$ cat src/rtl/uart_tx_scheduler.sv
// Round-robin scheduler that shares one UART transmit path among NUM_REQ sources.
// Drives the baud divider enable, consumes its clock and serialises one frame per grant.
`timescale 1ns/1ps

module uart_tx_scheduler #(
    parameter int unsigned NUM_REQ    = 4,
    parameter int unsigned DATA_W     = 8,
    parameter int unsigned STOP_BITS  = 1,
    parameter int unsigned GAP_CYCLES = 16
) (
    input  logic                         clk_in,
    input  logic                         rst,
    input  logic [NUM_REQ-1:0]           req,
    input  logic [NUM_REQ*DATA_W-1:0]    data,
    output logic [NUM_REQ-1:0]           grant,
    output logic [$clog2(NUM_REQ)-1:0]   cur_id,
    output logic                         busy,
    output logic                         done,
    output logic                         transmission_state,
    input  logic                         baud_clk,
    output logic                         tx
);

    localparam int unsigned ID_W   = $clog2(NUM_REQ);
    localparam int unsigned CAND_W = ID_W + 1;
    localparam int unsigned BIT_W  = (DATA_W > 1) ? $clog2(DATA_W) : 1;
    localparam int unsigned STOP_W = 2;
    localparam int unsigned GAP_W  = (GAP_CYCLES > 1) ? $clog2(GAP_CYCLES) : 1;

    typedef enum logic [2:0] {
        IDLE  = 3'd0,
        START = 3'd1,
        DATA  = 3'd2,
        STOP  = 3'd3,
        GAP   = 3'd4
    } state_t;

    state_t              state_q, state_d;
    logic [DATA_W-1:0]   shreg, shreg_d;
    logic [BIT_W-1:0]    bit_idx, bit_idx_d;
    logic [STOP_W-1:0]   stop_cnt, stop_cnt_d;
    logic [GAP_W-1:0]    gap_cnt, gap_cnt_d;
    logic [ID_W-1:0]     rr_ptr, rr_ptr_d;
    logic [ID_W-1:0]     cur_id_d;
    logic [NUM_REQ-1:0]  grant_d;
    logic                tx_d, ts_d, busy_d, done_d;
    logic                baud_q;
    logic                bedge_c;
    logic                found_c;
    logic [ID_W-1:0]     win_c;
    logic [CAND_W-1:0]   cand_c;

    // Rising edge of the divider output, only meaningful while the divider is enabled
    assign bedge_c = baud_clk & ~baud_q & transmission_state;

    // Round-robin search starting just after the last winner, wrapping around
    always_comb begin : arb_comb
        found_c = 1'b0;
        win_c   = '0;
        cand_c  = '0;
        for (int k = 1; k <= int'(NUM_REQ); k++) begin
            cand_c = {1'b0, rr_ptr} + CAND_W'(k);
            if (cand_c >= CAND_W'(NUM_REQ)) begin
                cand_c = cand_c - CAND_W'(NUM_REQ);
            end
            if (!found_c && req[cand_c[ID_W-1:0]]) begin
                found_c = 1'b1;
                win_c   = cand_c[ID_W-1:0];
            end
        end
    end

    // Next-state and next-output logic
    always_comb begin : fsm_comb
        state_d    = state_q;
        shreg_d    = shreg;
        bit_idx_d  = bit_idx;
        stop_cnt_d = stop_cnt;
        gap_cnt_d  = gap_cnt;
        rr_ptr_d   = rr_ptr;
        cur_id_d   = cur_id;
        grant_d    = '0;
        done_d     = 1'b0;
        tx_d       = tx;
        ts_d       = transmission_state;
        busy_d     = busy;

        case (state_q)
            IDLE: begin
                if (found_c) begin
                    grant_d  = NUM_REQ'(1) << win_c;
                    shreg_d  = data[win_c*DATA_W +: DATA_W];
                    cur_id_d = win_c;
                    rr_ptr_d = win_c;
                    busy_d   = 1'b1;
                    tx_d     = 1'b0;
                    ts_d     = 1'b1;
                    state_d  = START;
                end
            end
            START: begin
                if (bedge_c) begin
                    state_d   = DATA;
                    bit_idx_d = '0;
                    tx_d      = shreg[0];
                end
            end
            DATA: begin
                if (bedge_c) begin
                    if (bit_idx == BIT_W'(DATA_W - 1)) begin
                        state_d    = STOP;
                        tx_d       = 1'b1;
                        stop_cnt_d = '0;
                    end else begin
                        shreg_d   = shreg >> 1;
                        bit_idx_d = bit_idx + BIT_W'(1);
                        tx_d      = shreg_d[0];
                    end
                end
            end
            STOP: begin
                tx_d = 1'b1;
                if (bedge_c) begin
                    if (stop_cnt == STOP_W'(STOP_BITS - 1)) begin
                        ts_d   = 1'b0;
                        done_d = 1'b1;
                        if (GAP_CYCLES == 0) begin
                            state_d = IDLE;
                            busy_d  = 1'b0;
                        end else begin
                            state_d   = GAP;
                            gap_cnt_d = '0;
                        end
                    end else begin
                        stop_cnt_d = stop_cnt + STOP_W'(1);
                    end
                end
            end
            GAP: begin
                tx_d = 1'b1;
                if (gap_cnt == GAP_W'(GAP_CYCLES - 1)) begin
                    state_d = IDLE;
                    busy_d  = 1'b0;
                end else begin
                    gap_cnt_d = gap_cnt + GAP_W'(1);
                end
            end
            default: begin
                state_d = IDLE;
                tx_d    = 1'b1;
                ts_d    = 1'b0;
                busy_d  = 1'b0;
            end
        endcase
    end

    // State and output registers; reset abandons any frame in flight
    always_ff @(posedge clk_in) begin
        if (rst) begin
            state_q            <= IDLE;
            shreg              <= '0;
            bit_idx            <= '0;
            stop_cnt           <= '0;
            gap_cnt            <= '0;
            rr_ptr             <= ID_W'(NUM_REQ - 1);
            cur_id             <= '0;
            grant              <= '0;
            done               <= 1'b0;
            tx                 <= 1'b1;
            transmission_state <= 1'b0;
            busy               <= 1'b0;
            baud_q             <= 1'b0;
        end else begin
            state_q            <= state_d;
            shreg              <= shreg_d;
            bit_idx            <= bit_idx_d;
            stop_cnt           <= stop_cnt_d;
            gap_cnt            <= gap_cnt_d;
            rr_ptr             <= rr_ptr_d;
            cur_id             <= cur_id_d;
            grant              <= grant_d;
            done               <= done_d;
            tx                 <= tx_d;
            transmission_state <= ts_d;
            busy               <= busy_d;
            baud_q             <= baud_clk;
        end
    end

    // Structural invariants of the line and the arbiter
    a_grant_onehot: assert property (@(posedge clk_in) $onehot0(grant));
    a_tx_idle_high: assert property (@(posedge clk_in) disable iff (rst)
                                     (state_q != START && state_q != DATA) |-> tx);

endmodule

$ cat config.mk
export PLATFORM = sky130hd
export DESIGN_NAME = uart_tx_scheduler
export DESIGN_NICKNAME = d
export VERILOG_FILES = /design/src/rtl/uart_tx_scheduler.sv
export SDC_FILE = /design/constraint.sdc
export NUM_CORES = 1
export LEC_CHECK = 0
export ABC_AREA = 1
export BUFFER_PORTS_ARGS = -buffer_cell sky130_fd_sc_hd__buf_4
export CELL_PAD_IN_SITES_DETAIL_PLACEMENT = 1
export CELL_PAD_IN_SITES_GLOBAL_PLACEMENT = 1
export CORE_UTILIZATION = 40
export DETAILED_ROUTE_END_ITERATION = 10
export HOLD_SLACK_MARGIN = 0.08
export PLACE_DENSITY = 0.91
export SETUP_SLACK_MARGIN = 0.05
export SLEW_MARGIN = 20
export SYNTH_ARGS = -nofsm -noshare
export SYNTH_HDL_FRONTEND = slang
export SYNTH_SLANG_ARGS = --single-unit
$ cat constraint.sdc
create_clock -name clk_in -period 3.1 [get_ports clk_in]
set_input_delay 0.31 -clock clk_in [delete_from_list [all_inputs] [get_ports clk_in]]
set_output_delay 0.31 -clock clk_in [all_outputs]
set_load 0.005 [all_outputs]
==> results of run 1 <==
[power breakdown]
group / switching, mW / leakage (nW) / internal [mW]
clock network: 0.157 / 0.0585 / 0.262
registers: 0.0877 / 0.271 / 0.548
logic: 1.13 / 0.936 / 0.562
total: 1.37 / 1.27 / 1.37
[worst paths after layout]
kind / start / endpoint / slack [ns] / depth (start not counted)
max reg2reg: rr_ptr[0] / shreg[5] / 0.88 / 13
min reg2reg: bit_idx[0] / bit_idx[0] / 0.46 / 1
max: rr_ptr[0] / shreg[5] / 0.88 / 13
min: baud_clk / baud_q / 0.25 / 3
[layer usage]
metal  vias to the layer above  part of all wire  GRT usage
met1                      1061              0.45      0.279
met4                         0            0.0075     0.0449
li1                       1107                 -          -
met5                         -                 0          0
met2                        44              0.51      0.427
met3                         6             0.027     0.0384
[logic make-up after synthesis]
group | count (synthesis) | share of synthesized area
and+or+nand+nor | 172 | 0.393
DFF | 33 | 0.323
AOI/OAI and AO/OA | 48 | 0.137
xor gates and xnor gates | 2 | 0.00856
adders and majority gates | 4 | 0.0245
buffers and inverters | 54 | 0.114
[state kept, by name (all words and copies together), names as in the netlist]
register / flops
gap_cnt: 4
busy: 1
transmission_state: 1
bit_idx: 3
done: 1
shreg: 8
baud_q: 1
cur_id: 2
rr_ptr: 2
stop_cnt: 2
state_q: 3
tx: 1
grant: 4
[per-stage QoR]
step	hold slack (ns)	cells	util
2_1_floorplan	0.389	313	-
3_3_place_gp	0.454	421	0.506
3_5_place_dp	0.460	421	0.506
4_1_cts	0.251	429	0.530
5_1_grt	0.281	429	0.530
6_report	0.253	429	0.530
[worst max-delay path, cell delays in order (launching register included)]
cell,delay [ns]
dfxtp_1,0.53
inv_6,0.10
nand2_1,0.07
nand2_1,0.08
nand2_2,0.10
nand2_4,0.08
inv_2,0.06
nand2_2,0.07
nand2_2,0.25
nand2_2,0.30
nand2_1,0.14
nand3_1,0.10
nand3_1,0.14
a21oi_1,0.08
[cells in the final DEF, fill, tap and decap left out]
master      n
nand2_2     8
a21oi_2     2
o211ai_1    1
buf_4      48
nand2_4     2
xor2_1      2
nor2_8      1
a21oi_1    20
nand3_1    46
o31ai_1     2
nor4_1      1
nand3_4     1
nor2_1     30
nand2_1    70
ha_1        4
clkbuf_1    1
a22oi_1     2
o21ai_2     2
inv_1      41
nand4_1     4
nor3_1      7
clkbuf_8    6
clkinv_1    2
dfxtp_1    33
inv_6       1
bufinv_16   1
inv_2       3
a21oi_4     1
nor2_4      2
a31oi_1     1
o21ai_0    17
[layout make-up]
| type | count | area, um^2 | area share |
|---|---|---|---|
| Sequential cell | 33 | 661 | 0.259 |
| Clock buffer | 7 | 86.3 | 0.0338 |
| Timing Repair Buffer | 48 | 360 | 0.141 |
| Clock inverter | 1 | 30.0 | 0.0118 |
| Tap cell | 67 | 83.8 | 0.0328 |
| Multi-Input combinational cell | 226 | 1150 | 0.451 |
| Inverter | 47 | 181 | 0.0710 |
==> impl_metrics.json, run 1 <==
{
  "arrival_ns": 2.39,
  "synthCells": 313,
  "root_buffer": "clkbuf_8",
  "cp-start-kind": "register",
  "boundaryPins": 49,
  "viasPerCell": 5.17,
  "cts-buffers-inserted": 5,
  "post_cts_resized": 0,
  "drc": 0,
  "n_fill_cell": 686,
  "postPlaceCellArea_um2": 2440,
  "synth_top_area_cell": "dfxtp_1",
  "synth_cell_types": 30,
  "synth_top_area_frac": 0.323,
  "setup_viol": 0,
  "finClkSkew_ns": 0.00888,
  "area_delta_synth_final_pct": 24.8,
  "min_period_ns": 2.22,
  "insertion_delay_ns": 0.28,
  "slew_viol_final": 0,
  "postLayoutCellArea_um2": 2550,
  "ir_drop_v": 0.000456,
  "rsz0062_at_grt": "no",
  "final_hold_viol_count": 0,
  "first_pass_iters": 4,
  "tns_ns": 0,
  "slew_headroom": 0.677,
  "clkSinkCount": 33,
  "status": "complete, no violations",
  "ant_nets": 0,
  "wirelength_mm": 5.87,
  "syn_avg_cell_area_um2": 6.54,
  "min_path_type": "in -> reg",
  "initial_core_util": 0.425,
  "core_area_um2": 4820,
  "die_area_um2": 5410,
  "drtIter0Drc": 99,
  "antennaDiodeCount": 0,
  "cts_buffer_depth": 2,
  "cellPowerDensity_nw_per_um2": 1070,
  "cap_violations": 0,
  "fp.dieH_um": 73.5,
  "synthArstFlopShare": 0,
  "dp_slack_ns": 0.897,
  "hold_buffers": 0,
  "grt_pass1_vias": 2278,
  "ys_seq_area_frac": 0.323,
  "vias": 2218,
  "grt_pass1_wl_mm": 9.83,
  "cp_data_required_time_ns": 3.27,
  "synth_ff_type": "dfxtp_1",
  "gr-usage-all-layers": 0.231,
  "clk_pin_slew_ns": 0.07,
  "yosysMostFrequentCell": "nand2_1",
  "synth_fp_nets": 356,
  "synth_edf_count": 0,
  "tightest_slew_ns": 0.480,
  "fp.dieW_um": 73.5,
  "synth.cell_area_um2": 2050,
  "worstSetupEndpointType": "register",
  "setup_ws_ns": 0.878,
  "wl_per_cell_um": 13.7,
  "drive_above_1_share": 0.215,
  "fin_crit_sh": 0.717,
  "synth_area_leaders": "dfxtp_1 32%, nand2_1 13%, nand3_1 11%",
  "grt_antenna_before_repair": 0,
  "rows": 25,
  "cts_setup_buffers": 0,
  "grt_max_degree": 21,
  "grt-ovfl-total": 0,
  "critPathKind": "reg -> reg",
  "dpl.hpwl_mm": 4.53,
  "htree_levels": 2,
  "synth_warnings": 0,
  "ys_ff_latch": 33,
  "cts_tree": "done",
  "finalPower_mw": 2.74,
  "critPathMaxFanout": 20,
  "portBuffers": 48,
  "p_leak_nw": 1.27,
  "gp_congestion": 0.856,
  "ys_top_cells_by_count": "70 x nand2_1, 46 x nand3_1, 41 x inv_1, 33 x dfxtp_1, 30 x nor2_1",
  "nets": 404,
  "fmax_mhz": 450
}
(Power assumes the default switching activity.)
==> inputs of run 2 (changes only) <==
--- a/config.mk
+++ b/config.mk
@@ -5,14 +5,14 @@
 export SDC_FILE = /design/constraint.sdc
 export NUM_CORES = 1
 export LEC_CHECK = 0
-export ABC_AREA = 1
+export ABC_AREA = 0
 export BUFFER_PORTS_ARGS = -buffer_cell sky130_fd_sc_hd__buf_4
 export CELL_PAD_IN_SITES_DETAIL_PLACEMENT = 1
 export CELL_PAD_IN_SITES_GLOBAL_PLACEMENT = 1
 export CORE_UTILIZATION = 40
 export DETAILED_ROUTE_END_ITERATION = 10
 export HOLD_SLACK_MARGIN = 0.08
-export PLACE_DENSITY = 0.91
+export PLACE_DENSITY = 0.85
 export SETUP_SLACK_MARGIN = 0.05
 export SLEW_MARGIN = 20
 export SYNTH_ARGS = -nofsm -noshare
==> constraint.sdc (replaced) <==
create_clock -name clk_in -period 2.2 [get_ports clk_in]
set_input_delay 0.22 -clock clk_in [delete_from_list [all_inputs] [get_ports clk_in]]
set_output_delay 0.22 -clock clk_in [all_outputs]
set_load 0.005 [all_outputs]
==> run 2 against run 1 <==
  * Fmax rose by 17%
  * Sequential power rose by 31%
  * Critical path depth fell by 7
  * Total power fell by 3.1%
  * Clock skew fell by 0.0019 ns
  * Via count fell by 6.0%
  * Cell area rose by 5.8%
  * Critical path type unchanged
  * Largest power group unchanged
==> impl_metrics.json, run 2 <==
{
  "ys_seq_area_frac": 0.304,
  "finClkSkew_ns": 0.00698,
  "slew_viol_final": 0,
  "regMostFlops": "shreg",
  "synth.cell_area_um2": 2170,
  "synthArstFlopShare": 0,
  "gp_congestion": 0.792,
  "min_path_type": "in -> reg",
  "largest_reg_flops": 8,
  "initial_core_util": 0.420,
  "drc": 0,
  "grt_util_met1": 0.272,
  "critPathKind": "reg -> reg",
  "r2r-end": "gap_cnt[2]",
  "clk_pin_slew_ns": 0.07,
  "busiest_layer": "met2",
  "yosysMostFrequentCell": "dfxtp_1",
  "rsz0062_at_grt": "no",
  "r2r_setup_slack_ns": 0.31,
  "fmax_mhz": 529,
  "fin_crit_sh": 0.860,
  "cp_common_cell": "a21oi_1",
  "worstRegToRegCells": 6,
  "max_stage_delay_ns": 0.52,
  "synth_cell_types": 57,
  "synth_ff_type": "dfxtp_1",
  "status": "complete, no violations",
  "crit_chain": "buf_4 > or3b_2 > a31oi_4 > a21oi_1 > o21ai_0 > a21oi_1",
  "final_hold_viol_count": 0,
  "portBuffers": 48,
  "root_buffer": "clkbuf_8",
  "cts_tree": "done",
  "synth_fp_nets": 293,
  "hold_path_depth": 2,
  "grt_max_degree": 32,
  "fp.dieW_um": 75.7,
  "first_pass_iters": 4,
  "drtIter0Drc": 70,
  "post_cts_resized": 0,
  "hold_ws_ns": 0.159,
  "tns_ns": 0,
  "grt-ovfl-total": 0,
  "antennaDiodeCount": 0,
  "rows": 26,
  "synth_warnings": 0,
  "cts-buffers-inserted": 5,
  "die_area_um2": 5730,
  "grt_antenna_before_repair": 0,
  "critPathCapture": "gap_cnt[2]",
  "reg_top3": "shreg x8, gap_cnt x4, grant x4",
  "min_period_ns": 1.89,
  "grt_pass1_vias": 1948,
  "synth_top_area_frac": 0.304,
  "cp-start-kind": "register",
  "core_area_um2": 5170,
  "ir_drop_v": 0.000409,
  "synth_area_leaders": "dfxtp_1 30%, a221oi_2 8.3%, nor2_1 4.5%",
  "synthCells": 250,
  "arrival_ns": 2.06,
  "critPathMaxFanout": 7,
  "nets": 340,
  "setup_viol": 0,
  "crit_family": "compound AO/OA/AOI/OAI gates",
  "area_delta_synth_final_pct": 24.5,
  "synth_top_area_cell": "dfxtp_1",
  "layout_commonest_cell": "buf_4",
  "insertion_delay_ns": 0.30,
  "viasPerCell": 5.67,
  "boundaryPins": 49,
  "grt_pass1_wl_mm": 9.38,
  "hold_buffers": 0,
  "synth_edf_count": 0,
  "clkSinkCount": 33,
  "cap_violations": 0,
  "crit_buf_inv": 1,
  "cts_setup_buffers": 0,
  "drive_above_1_share": 0.332,
  "slew_headroom": 0.655,
  "ant_nets": 0,
  "cp_data_required_time_ns": 2.37,
  "htree_levels": 2,
  "crit_path_start": "state_q[0]",
  "ys_top_cells_by_count": "33 x dfxtp_1, 26 x nor2_1, 22 x nand2_1, 18 x o21ai_0, 15 x a21oi_1",
  "ys_ff_latch": 33,
  "dpl.hpwl_mm": 4.31,
  "wirelength_mm": 5.74,
  "wl_per_cell_um": 15.6,
  "slowest_stage": "or3b_2",
  "final_cell_mix": "60 x buf_4, 33 x dfxtp_1, 26 x nor2_1",
  "regToRegStartpoint": "state_q[0]",
  "p_leak_nw": 1.13,
  "gr-usage-all-layers": 0.217,
  "cellPowerDensity_nw_per_um2": 983,
  "worstSetupEndpointType": "register",
  "fp.dieH_um": 75.7,
  "vias": 2085,
  "syn_avg_cell_area_um2": 8.68,
  "path_depth": 6,
  "grt_util_met3": 0.0423,
  "grt_use_met2": 0.376,
  "tightest_slew_ns": 0.512,
  "cts_buffer_depth": 2
}
[run 2: changes by cell type after synthesis, sizes merged, moves of 6 or more]
| cell | previous run | this run |
|---|---|---|
| and3 | 0 | 10 |
| a311oi | 0 | 6 |
| a221oi | 0 | 12 |
| buf | 7 | 18 |
| inv | 45 | 5 |
| nand2 | 80 | 23 |
| nand3 | 47 | 3 |
| a21oi | 23 | 15 |
| a21boi | 0 | 7 |
| nor2 | 33 | 27 |
[run 2: how the worst min path moves through the flow]
stage	start	endpoint	slack [ns]
3_5_place_dp	baud_clk	baud_q	0.45
2_1_floorplan	baud_clk	baud_q	0.35
6_report	baud_clk	baud_q	0.16
5_1_grt	baud_clk	baud_q	0.18
3_3_place_gp	baud_clk	baud_q	0.46
4_1_cts	baud_clk	baud_q	0.16
[run 2: stage by stage]
step                      cell area (um^2)   util  setup slack, ns  instances  total power [mW]
after floorplan                       2170      -            0.519        250              1.67
after global placement                2560  0.496            0.273        360              1.92
after detailed placement              2560  0.496            0.157        360              1.96
after CTS                             2700  0.522            0.116        368              2.67
after global routing                  2700  0.522            0.173        368              2.81
final                                 2700  0.522            0.309        368              2.66
[run 2: layout make-up]
type / count / area (um^2)
Timing Repair Buffer: 60 / 450
Multi-Input combinational cell: 191 / 1340
Clock inverter: 3 / 68.8
Tap cell: 70 / 87.6
Clock buffer: 5 / 68.8
Fill cell: 631 / 2470
Inverter: 6 / 22.5
Sequential cell: 33 / 661
[run 2: cells by family after synthesis]
| logic type | Yosys count | synth area share |
|---|---|---|
| muxes | 6 | 0.0282 |
| DFF | 33 | 0.304 |
| buffers and inverters | 26 | 0.0772 |
| AOI/OAI and AO/OA | 85 | 0.338 |
| and+or+nand+nor | 96 | 0.229 |
| adders and majority gates | 4 | 0.0231 |
[run 2: worst register-to-register path: stages, from the launching register on]
cell and delay, ns:
dfxtp_1 0.37, buf_4 0.18, or3b_2 0.52, a31oi_4 0.24, a21oi_1 0.16, o21ai_0 0.22, a21oi_1 0.08
[run 2: power breakdown]
part	switching, mW	total, mW	leakage, nW	internal (mW)
sequential	0.107	0.833	0.271	0.727
combinational	0.613	1.12	0.789	0.505
clock	0.249	0.706	0.0687	0.456
total	0.970	2.66	1.13	1.69
[run 2: layer usage]
layer | share of wire | vias to the layer above | wire length [um]
met4 | 0.013 | 0 | 73
met2 | 0.48 | 57 | 2780
li1 | - | 1032 | -
met3 | 0.043 | 6 | 247
met5 | 0 | - | 0
met1 | 0.46 | 990 | 2640
